===== src/rtl/mem_xfer_unit.sv =====
// Memory transfer unit: owns MAR/MDR and runs the request/MFC handshake with a
// wait-state timeout, sized byte-lane accesses, read extension and endianness.
module mem_xfer_unit #(
    parameter int ADDR_W     = 32,
    parameter int TIMEOUT    = 15,
    parameter int BIG_ENDIAN = 0
) (
    input  logic              Clk,
    input  logic              Reset_n,
    input  logic              Start,
    input  logic              Rw,
    input  logic [1:0]        Size,
    input  logic              Signed,
    input  logic [ADDR_W-1:0] Addr_in,
    input  logic [31:0]       Wdata_in,
    output logic              Busy,
    output logic              Done,
    output logic [1:0]        Fault,
    output logic [31:0]       Rdata_out,
    output logic [ADDR_W-1:0] Mem_addr,
    output logic [31:0]       Mem_wdata,
    output logic [3:0]        Mem_be,
    output logic              Mem_en,
    output logic              Mem_rw,
    input  logic [31:0]       Mem_rdata,
    input  logic              Mem_mfc
);

    typedef enum logic [1:0] {
        IDLE = 2'd0,
        REQ  = 2'd1,
        DONE = 2'd2
    } state_t;

    localparam logic [1:0] SZ_BYTE   = 2'b00;
    localparam logic [1:0] SZ_HALF   = 2'b01;
    localparam logic [1:0] SZ_WORD   = 2'b10;
    localparam logic [1:0] FLT_OK    = 2'b00;
    localparam logic [1:0] FLT_ALIGN = 2'b01;
    localparam logic [1:0] FLT_TMO   = 2'b10;
    localparam logic [7:0] WAIT_LAST = 8'(TIMEOUT - 1);

    state_t             state_r;
    logic [7:0]         wait_cnt_r;
    logic [1:0]         size_r;
    logic               signed_r;
    logic               busy_r;
    logic               done_r;
    logic [1:0]         fault_r;
    logic [31:0]        rdata_r;
    logic [ADDR_W-1:0]  mem_addr_r;
    logic [31:0]        mem_wdata_r;
    logic [3:0]         mem_be_r;
    logic               mem_en_r;
    logic               mem_rw_r;
    logic               start_legal_s;

    // Physical byte lane for a byte address; big-endian mirrors the index.
    function automatic logic [1:0] byte_lane(input logic [1:0] a);
        if (BIG_ENDIAN != 0) begin
            byte_lane = 2'd3 - a;
        end else begin
            byte_lane = a;
        end
    endfunction

    function automatic logic half_lane(input logic a);
        if (BIG_ENDIAN != 0) begin
            half_lane = ~a;
        end else begin
            half_lane = a;
        end
    endfunction

    function automatic logic access_legal(input logic [1:0] sz, input logic [1:0] a);
        case (sz)
            SZ_BYTE: access_legal = 1'b1;
            SZ_HALF: access_legal = ~a[0];
            SZ_WORD: access_legal = (a == 2'b00);
            default: access_legal = 1'b0;
        endcase
    endfunction

    function automatic logic [3:0] calc_be(input logic [1:0] sz, input logic [1:0] a);
        case (sz)
            SZ_BYTE: calc_be = 4'b0001 << byte_lane(a);
            SZ_HALF: calc_be = half_lane(a[1]) ? 4'b1100 : 4'b0011;
            SZ_WORD: calc_be = 4'b1111;
            default: calc_be = 4'b0000;
        endcase
    endfunction

    // Store data goes out on every lane so the RAM only needs the enables.
    function automatic logic [31:0] replicate(input logic [1:0] sz, input logic [31:0] d);
        case (sz)
            SZ_BYTE: replicate = {4{d[7:0]}};
            SZ_HALF: replicate = {2{d[15:0]}};
            default: replicate = d;
        endcase
    endfunction

    function automatic logic [31:0] extract(input logic [1:0] sz, input logic [1:0] a,
                                            input logic sgn, input logic [31:0] raw);
        logic [7:0]  b;
        logic [15:0] h;
        case (byte_lane(a))
            2'd0:    b = raw[7:0];
            2'd1:    b = raw[15:8];
            2'd2:    b = raw[23:16];
            2'd3:    b = raw[31:24];
            default: b = 8'h00;
        endcase
        h = half_lane(a[1]) ? raw[31:16] : raw[15:0];
        case (sz)
            SZ_BYTE: extract = {{24{sgn & b[7]}}, b};
            SZ_HALF: extract = {{16{sgn & h[15]}}, h};
            default: extract = raw;
        endcase
    endfunction

    assign start_legal_s = access_legal(Size, Addr_in[1:0]);

    // Transfer sequencer: latches MAR/MDR and drives every output from a register.
    always_ff @(posedge Clk or negedge Reset_n) begin
        if (!Reset_n) begin
            state_r     <= IDLE;
            wait_cnt_r  <= 8'd0;
            size_r      <= 2'b00;
            signed_r    <= 1'b0;
            busy_r      <= 1'b0;
            done_r      <= 1'b0;
            fault_r     <= FLT_OK;
            rdata_r     <= 32'd0;
            mem_addr_r  <= '0;
            mem_wdata_r <= 32'd0;
            mem_be_r    <= 4'b0000;
            mem_en_r    <= 1'b0;
            mem_rw_r    <= 1'b0;
        end else begin
            done_r <= 1'b0;
            case (state_r)
                IDLE: begin
                    if (Start) begin
                        mem_addr_r  <= Addr_in;
                        mem_rw_r    <= Rw;
                        size_r      <= Size;
                        signed_r    <= Signed;
                        mem_wdata_r <= replicate(Size, Wdata_in);
                        wait_cnt_r  <= 8'd0;
                        if (start_legal_s) begin
                            state_r  <= REQ;
                            fault_r  <= FLT_OK;
                            busy_r   <= 1'b1;
                            mem_en_r <= 1'b1;
                            mem_be_r <= calc_be(Size, Addr_in[1:0]);
                        end else begin
                            state_r <= DONE;
                            fault_r <= FLT_ALIGN;
                            done_r  <= 1'b1;
                        end
                    end else begin
                        state_r <= IDLE;
                    end
                end
                REQ: begin
                    // Completion wins over timeout when both land on the same edge.
                    if (Mem_mfc) begin
                        state_r  <= DONE;
                        fault_r  <= FLT_OK;
                        done_r   <= 1'b1;
                        busy_r   <= 1'b0;
                        mem_en_r <= 1'b0;
                        mem_be_r <= 4'b0000;
                        if (!mem_rw_r) begin
                            rdata_r <= extract(size_r, mem_addr_r[1:0], signed_r, Mem_rdata);
                        end else begin
                            rdata_r <= rdata_r;
                        end
                    end else if (wait_cnt_r == WAIT_LAST) begin
                        state_r  <= DONE;
                        fault_r  <= FLT_TMO;
                        done_r   <= 1'b1;
                        busy_r   <= 1'b0;
                        mem_en_r <= 1'b0;
                        mem_be_r <= 4'b0000;
                    end else begin
                        wait_cnt_r <= wait_cnt_r + 8'd1;
                    end
                end
                DONE: begin
                    state_r <= IDLE;
                end
                default: begin
                    state_r  <= IDLE;
                    busy_r   <= 1'b0;
                    mem_en_r <= 1'b0;
                    mem_be_r <= 4'b0000;
                end
            endcase
        end
    end

    assign Busy      = busy_r;
    assign Done      = done_r;
    assign Fault     = fault_r;
    assign Rdata_out = rdata_r;
    assign Mem_addr  = mem_addr_r;
    assign Mem_wdata = mem_wdata_r;
    assign Mem_be    = mem_be_r;
    assign Mem_en    = mem_en_r;
    assign Mem_rw    = mem_rw_r;

endmodule


===== config.mk =====
export PLATFORM = sky130hd
export DESIGN_NAME = mem_xfer_unit
export DESIGN_NICKNAME = d
export VERILOG_FILES = /design/src/rtl/mem_xfer_unit.sv
export SDC_FILE = /design/constraint.sdc
export NUM_CORES = 1
export LEC_CHECK = 0
export CAP_MARGIN = 20
export CORE_UTILIZATION = 45
export CTS_CLUSTER_SIZE = 28
export DETAILED_ROUTE_END_ITERATION = 12
export GPL_ROUTABILITY_DRIVEN = 0
export PLACE_DENSITY = 0.79
export REMOVE_ABC_BUFFERS = 1
export SYNTH_ARGS = -nofsm -noshare
export SYNTH_HDL_FRONTEND = slang
export SYNTH_SLANG_ARGS = --single-unit

===== constraint.sdc =====
create_clock -name Clk -period 2.1 [get_ports Clk]
set_input_delay 0.525 -clock Clk [delete_from_list [all_inputs] [get_ports Clk]]
set_output_delay 0.525 -clock Clk [all_outputs]
set_load 0.05 [all_outputs]

==> results.ini <==
[setup_path]
crit_fanout = 1
crit_family = buffers and inverters
cp_cell_sequence = clkdlybuf4s50_1
crit_type = flip-flop to primary output
endpoint_kind = primary output
cp.required_ns = 1.57
cp.arrival_ns = 1.52
startpoint_type = flip-flop
crit_buf_inv = 1
critPathSlowestCell = clkdlybuf4s50_1
crit_path_max_incr_delay_ns = 0.79

[synth]
synth_edf_count = 0
synth_simple_gate_area_share_pct = 20.8
async_flop_share_pct = 100
synth_compound_area_share_pct = 14.2
syn_area_per_cell_um2 = 9.20
synth_ff_type = dfrtp_1
yosys-mux-area-fraction_pct = 7.25
synth_top_family_by_area = simple AND/OR/NAND/NOR gates
yosysWarnings = 0
synthAdderAreaFrac_pct = 0.449
yosys.area.top_type = dfrtp_1
netlist.area_leader.share_pct = 52.9
syn-cell-area_mm2 = 0.00558
ys_types = 55
synthTopCellsByArea = dfrtp_1 53%, nand2_1 12%, mux2i_1 6.6%
ys_seq_area_share_pct = 52.9
synth-xor-area-share_pct = 0.471
synthCells = 606
synth-seq-cells = 118

[detailed_routing]
drc_errors = 0
first_pass_iters = 5
post_drt_wl_per_cell_um = 16.4
vias = 5218
wl_mm = 16.4
dr.first_iter.drc_count = 326
viasPerCell = 5.21
antenna_left = 0

[placement]
place_ws_ns = 0.0277
portBuffers = 209
dpl.hpwl_mm = 11.6

[layout]
fillCellCount = 917
area_growth_pct = 51.4
seqCellArea_mm2 = 0.00295
drive_above_1_share_pct = 9.71
antenna_cells = 0
multi_input_area_mm2 = 0.00241
nNetsFinal = 929

[clocking]
numCtsBuffers = 17
cts_tree = built
postCtsHoldBufs = 0
root_buffer = clkbuf_16
h-tree-depth = 4
clk_pin_slew_ns = 0.05
clock_path_buffers = 2
clock-sinks = 118
clk_latency_ns = 0.42

[floorplan]
io_pins = 210
die_area_mm2 = 0.0128
die_h_um = 113
num_rows = 40
coreArea_mm2 = 0.0121
die_w_um = 113
start_util_pct = 46.2

[grt]
grt_pass1_vias = 5337
grt_max_degree = 52
overflow = 0
antenna_found_initial = 0
gr-usage-all-layers_pct = 26.9
grt_first_pass_wirelength_mm = 26.8

[outcome]
status = finished clean

[sta]
clock-skew-final_ns = 0.00737
worstMarginPinSlew_ns = 0.572
fin_crit_ns = 2.04
timing.final.ws_setup_ns = 0.0591
slew_headroom_pct = 61.8
finalHoldViolCount = 0
fmax_mhz = 490
finalSetupViolations = 0
grt_setup_unrepaired = no
final-max-slew-violation-count = 0
post-route-period-util_pct = 97.2

[hold_path]
hold_class = primary input to async pin

[power_and_ir_drop]
vdd_ir_drop_max_uv = 665
leakagePower_nw = 4.13
p_clk_share_pct = 22.7
power.total_mw = 11.4
switching_power_mw = 5.20
p_sw_share_pct = 45.6
pwr-share-comb_pct = 47.1
intPower_mw = 6.19
power_density_mw_per_mm2 = 1350
seqPwrFrac_pct = 30.1

[flow_run]
timing.max_cap.violations = 0

==> final cells by class <==
| cell class | instances | share of cell area [%] |
|---|---|---|
| Sequential cell | 118 | 35.0 |
| Multi-Input combinational cell | 444 | 28.6 |
| Timing Repair Buffer | 236 | 27.4 |
| Clock buffer | 26 | 6.03 |
| Tap cell | 168 | 2.49 |
| Inverter | 6 | 0.267 |
| Clock inverter | 4 | 0.237 |
==> state kept, by name, indices dropped and copies added, names as in the netlist <==
register,cells
state_r,2
signed_r,1
Mem_en,1
Mem_be,4
Mem_addr,32
Done,1
wait_cnt_r,8
size_r,2
Rdata_out,32
Fault,2
Mem_wdata,32
Mem_rw,1
==> power by group through the flow <==
stage                     sequential, mW  clock, mW  combinational, mW
final                               3.43       2.59               5.37
after global placement              3.44          0               5.61
after CTS                           3.44       2.63               5.40
after floorplan                     5.90          0               1.07
after detailed placement            3.48          0               5.70
after global routing                3.52       2.73               5.66
==> final timing paths <==
path,startpoint,endpoint,slack (ns),depth (start not counted)
setup / recovery,Done$_DFF_PN0_,Done,0.06,1
hold / removal,Reset_n,Rdata_out[6]$_DFFE_PN0P_,0.03,1
setup reg to reg,Mem_addr[1]$_DFFE_PN0P_,Rdata_out[13]$_DFFE_PN0P_,0.23,5
hold reg to reg,Mem_addr[4]$_DFFE_PN0P_,Mem_addr[4]$_DFFE_PN0P_,0.47,2
max in group asynchronous,Reset_n,Mem_wdata[6]$_DFFE_PN0P_,1.47,2
min in group Clk,Mem_addr[4]$_DFFE_PN0P_,Mem_addr[4]$_DFFE_PN0P_,0.47,2
==> cell usage after synthesis (all sizes together) (5+ instances only) <==
| master | number |
|---|---|
| a21oi | 64 |
| dfrtp | 118 |
| or3 | 8 |
| nor2 | 57 |
| nor3b | 5 |
| clkbuf | 13 |
| inv | 6 |
| a22oi | 8 |
| nor2b | 6 |
| mux2i | 37 |
| nand2 | 175 |
| buf | 25 |
| a22o | 7 |
| o21ai | 32 |
==> kinds of logic (layout without fill, tap and decap cells) <==
| group | after synthesis | in the layout |
|---|---|---|
| AND/OR/NAND/NOR | 269 | 269 |
| adder cells (fa/ha/maj) | 2 | 2 |
| buffers and inverters | 44 | 272 |
| flip-flops | 118 | 118 |
| multiplexers | 39 | 39 |
| XOR/XNOR | 3 | 3 |
| AO/OA/AOI/OAI | 131 | 131 |
==> layout by cell type, fill, tap and decap left out, types with 8 or more instances in the layout <==
cell,synthesis,final
o21ai_0,24,24
o21ai_1,8,8
clkbuf_16,0,17
or3_1,8,8
buf_4,3,32
dlygate4sd2_1,0,75
dfrtp_1,118,118
buf_12,0,8
a22oi_1,8,8
a21oi_1,62,62
mux2i_1,37,37
clkdlybuf4s50_1,0,103
nor2_1,56,56
nand2_1,175,175
dlymetal6s2s_1,0,18
==> layer usage <==
layer  vias to the layer above  GRT usage, %  part of all wire, %
met5                         -             0                    0
met2                       230          44.7                   49
met4                         0          11.5                  2.3
met1                      2486          32.4                   41
met3                        27          8.19                  7.5
li1                       2475             -                    -
==> per-stage QoR <==
step                      hold slack, ns  area (µm²)  util, %  std cells  TNS [ns]
final                             0.0320        8440     70.0       1002         0
after CTS                         0.0289        8400     69.6       1002         0
after floorplan                    0.229        5380        -        568    -79.43
after global routing              0.0476        8440     70.0       1002         0
after detailed placement           0.462        7960     66.0        972         0
after global placement             0.457        7960     66.0        972         0
==> repair_timing <==
item / CTS / global route
endpoints found under the setup margin: 75 / 18
buffers inserted: 0 / 0
gates cloned: 0 / 0
resized for setup: 75 / 18
No activity file was read; power rests on OpenSTA's default activity.
==> RTL change (config.mk and constraints unchanged) <==
Make the reset (`Reset_n`) synchronous in one clocked block.
--- a/src/rtl/mem_xfer_unit.sv
+++ b/src/rtl/mem_xfer_unit.sv
@@ -122,5 +122,5 @@
 
     // Transfer sequencer: latches MAR/MDR and drives every output from a register.
-    always_ff @(posedge Clk or negedge Reset_n) begin
+    always_ff @(posedge Clk) begin
         if (!Reset_n) begin
             state_r     <= IDLE;
Function: differs if Reset_n is asserted again (counterexample within 4 cycles, from zero or initial values and one cycle with Reset_n low); with Reset_n held inactive, the same outputs for 4 cycles.
==> RTL change against the unedited design <==
Synthesized area shrank 6.1%. Worst setup slack lost 0.029 ns. Routed wire length grew 3.4%. Via count grew 6.1%. Final area shrank 1.4%. Global-route usage grew 0.80 points. Sequential cell count is the same. Largest cell class is now multi-input combinational cells. Highest routed layer unchanged.
Power is not compared: it rests on default switching activity, and its combinational part moved more than twofold at a synthesized area within 25%.
==> RTL change: results (changes against the unedited design) <==
[logic_synthesis]
ys_seq_area_frac=0.4512  ; was 0.5294
ys.flop_type=dfxtp_1  ; was dfrtp_1
synth.distinct_cells=59  ; was 55
async_flop_share=0  ; was 1.000
synth_commonest_cells=nand2_1 (153), dfxtp_1 (118), a21oi_1 (74)  ; was nand2_1 (175), dfrtp_1 (118), a21oi_1 (62)
synth_area_leaders=dfxtp_1 (45%), nand2_1 (11%), a21oi_1 (7.1%), mux2i_1 (4.6%), o21ai_0 (4.2%)  ; was dfrtp_1 (53%), nand2_1 (12%), mux2i_1 (6.6%), a21oi_1 (5.6%), nor2_1 (3.8%)
synth_most_common_cell=nand2_1  ; unchanged

[worst_hold_path]
hold_path.class=reg2reg  ; was in2async

[timing]
max_freq_mhz=483.1  ; was 490.0 MHz
tightest_slew_ns=0.5502  ; was 0.5718 ns
setup_violations=0  ; unchanged
hold_ws_ns=0.4490  ; was 0.03197 ns
final.setup_skew_ns=0.01081  ; was 0.007375 ns

[place]
dp_slack_ns=-0.07424  ; was 0.02772 ns
port_buffers=209  ; unchanged
dp_hpwl_um=11820  ; was 11580 um
placed_area_mm2=0.007590  ; was 0.007963 mm2

[routing]
m1WireLength_um=6657  ; was 6682 um
wl_met2_um=8002  ; was 8095 um
finalWirelength_um=16950  ; was 16390 um
vias=5537  ; was 5218
drtIter0Drc=400  ; was 326
met3WireLength_um=2024  ; was 1229 um
top_layer=met4  ; unchanged

[setup_path]
cp_top_family=buffers and inverters  ; unchanged
r2r_cells=5  ; unchanged
crit_fanout=2  ; was 1
cpMaxStageDelayCell=clkdlybuf4s50_1  ; unchanged
cp_data_arrival_time_ns=1.54  ; was 1.52 ns
rrSetupSlack_ns=0.22

[finish]
finish.net_count=953  ; was 929
drive_gt1_frac=0.1151  ; was 0.09712
n_antenna_cell=0  ; unchanged
fillers=835  ; was 917

[global_route]
track_usage=0.2771  ; was 0.2691
grt_pass1_wl_um=25720  ; was 26760 um
grt_pass1_vias=5240  ; was 5337
grt_max_degree=55  ; was 52

[outcome]
outcome=finished, final reports clean  ; unchanged

[cts]
cts_made_buffers=17  ; unchanged
root_buffer=clkbuf_16  ; unchanged

[pwr]
ir_drop_mv=0.4546
power.leakage_nw=4.168

[RTL change: changes by cell type after synthesis, moves of 6 or more]
| cell | change |
|---|---|
| mux2i_1 | -13 |
| dfrtp_1 | -118 |
| dfxtp_1 | +118 |
| a31oi_1 | +15 |
| nand2_1 | -22 |
| o21ai_1 | -6 |
| a211oi_1 | +9 |
| o21ai_0 | +20 |
| clkbuf_1 | +15 |
| a311oi_1 | +14 |
| a21oi_1 | +12 |
| nor2_1 | -27 |
[RTL change: cells by family after synthesis]
kind of cell,after synthesis,share of synthesized area
AND/OR/NAND/NOR,215,0.1742
AO/OA/AOI/OAI,210,0.2588
flip-flops,118,0.4512
buffers and inverters,62,0.05449
multiplexers,25,0.04804
XOR/XNOR,5,0.008365
adder cells (fa/ha/maj),2,0.004779
[RTL change: routing by layer]
metal | GRT usage | vias to the layer above
met2 | 0.4545 | 295
met5 | 0 | -
li1 | - | 2669
met4 | 0.09905 | 0
met1 | 0.3233 | 2546
met3 | 0.1150 | 27
[RTL change: worst paths after layout]
path	from	endpoint
hold reg to reg	Mem_addr[9]	Mem_addr[9]
hold / removal	Mem_addr[9]	Mem_addr[9]
setup reg to reg	wait_cnt_r[1]	Mem_be[2]
setup / recovery	Mem_addr[29]	Mem_addr[29]
[RTL change: power breakdown]
| group | switching, W | leakage [nW] | internal [W] |
|---|---|---|---|
| combinational | 0.000996 | 2.91 | 0.000617 |
| sequential | 0.0000966 | 0.966 | 0.00239 |
| clock | 0.00109 | 0.296 | 0.00199 |
[RTL change: cell type report]
type	count	area share
Clock inverter	15	0.02450
Multi-Input combinational cell	457	0.3112
Tap cell	143	0.02149
Timing Repair Buffer	245	0.3043
Sequential cell	118	0.2837
Clock buffer	17	0.05110
Inverter	8	0.003607
[RTL change: timing repair]
action,in CTS,in global routing
resized for setup,31,58
endpoints found under the setup margin,31,58
endpoints found under the hold margin,0,0
[RTL change: through the flow]
stage,std cells,util
after floorplan,583,-
after global placement,971,0.6675
after detailed placement,971,0.6675
after CTS,1003,0.7195
after global routing,1003,0.7323
final,1003,0.7323
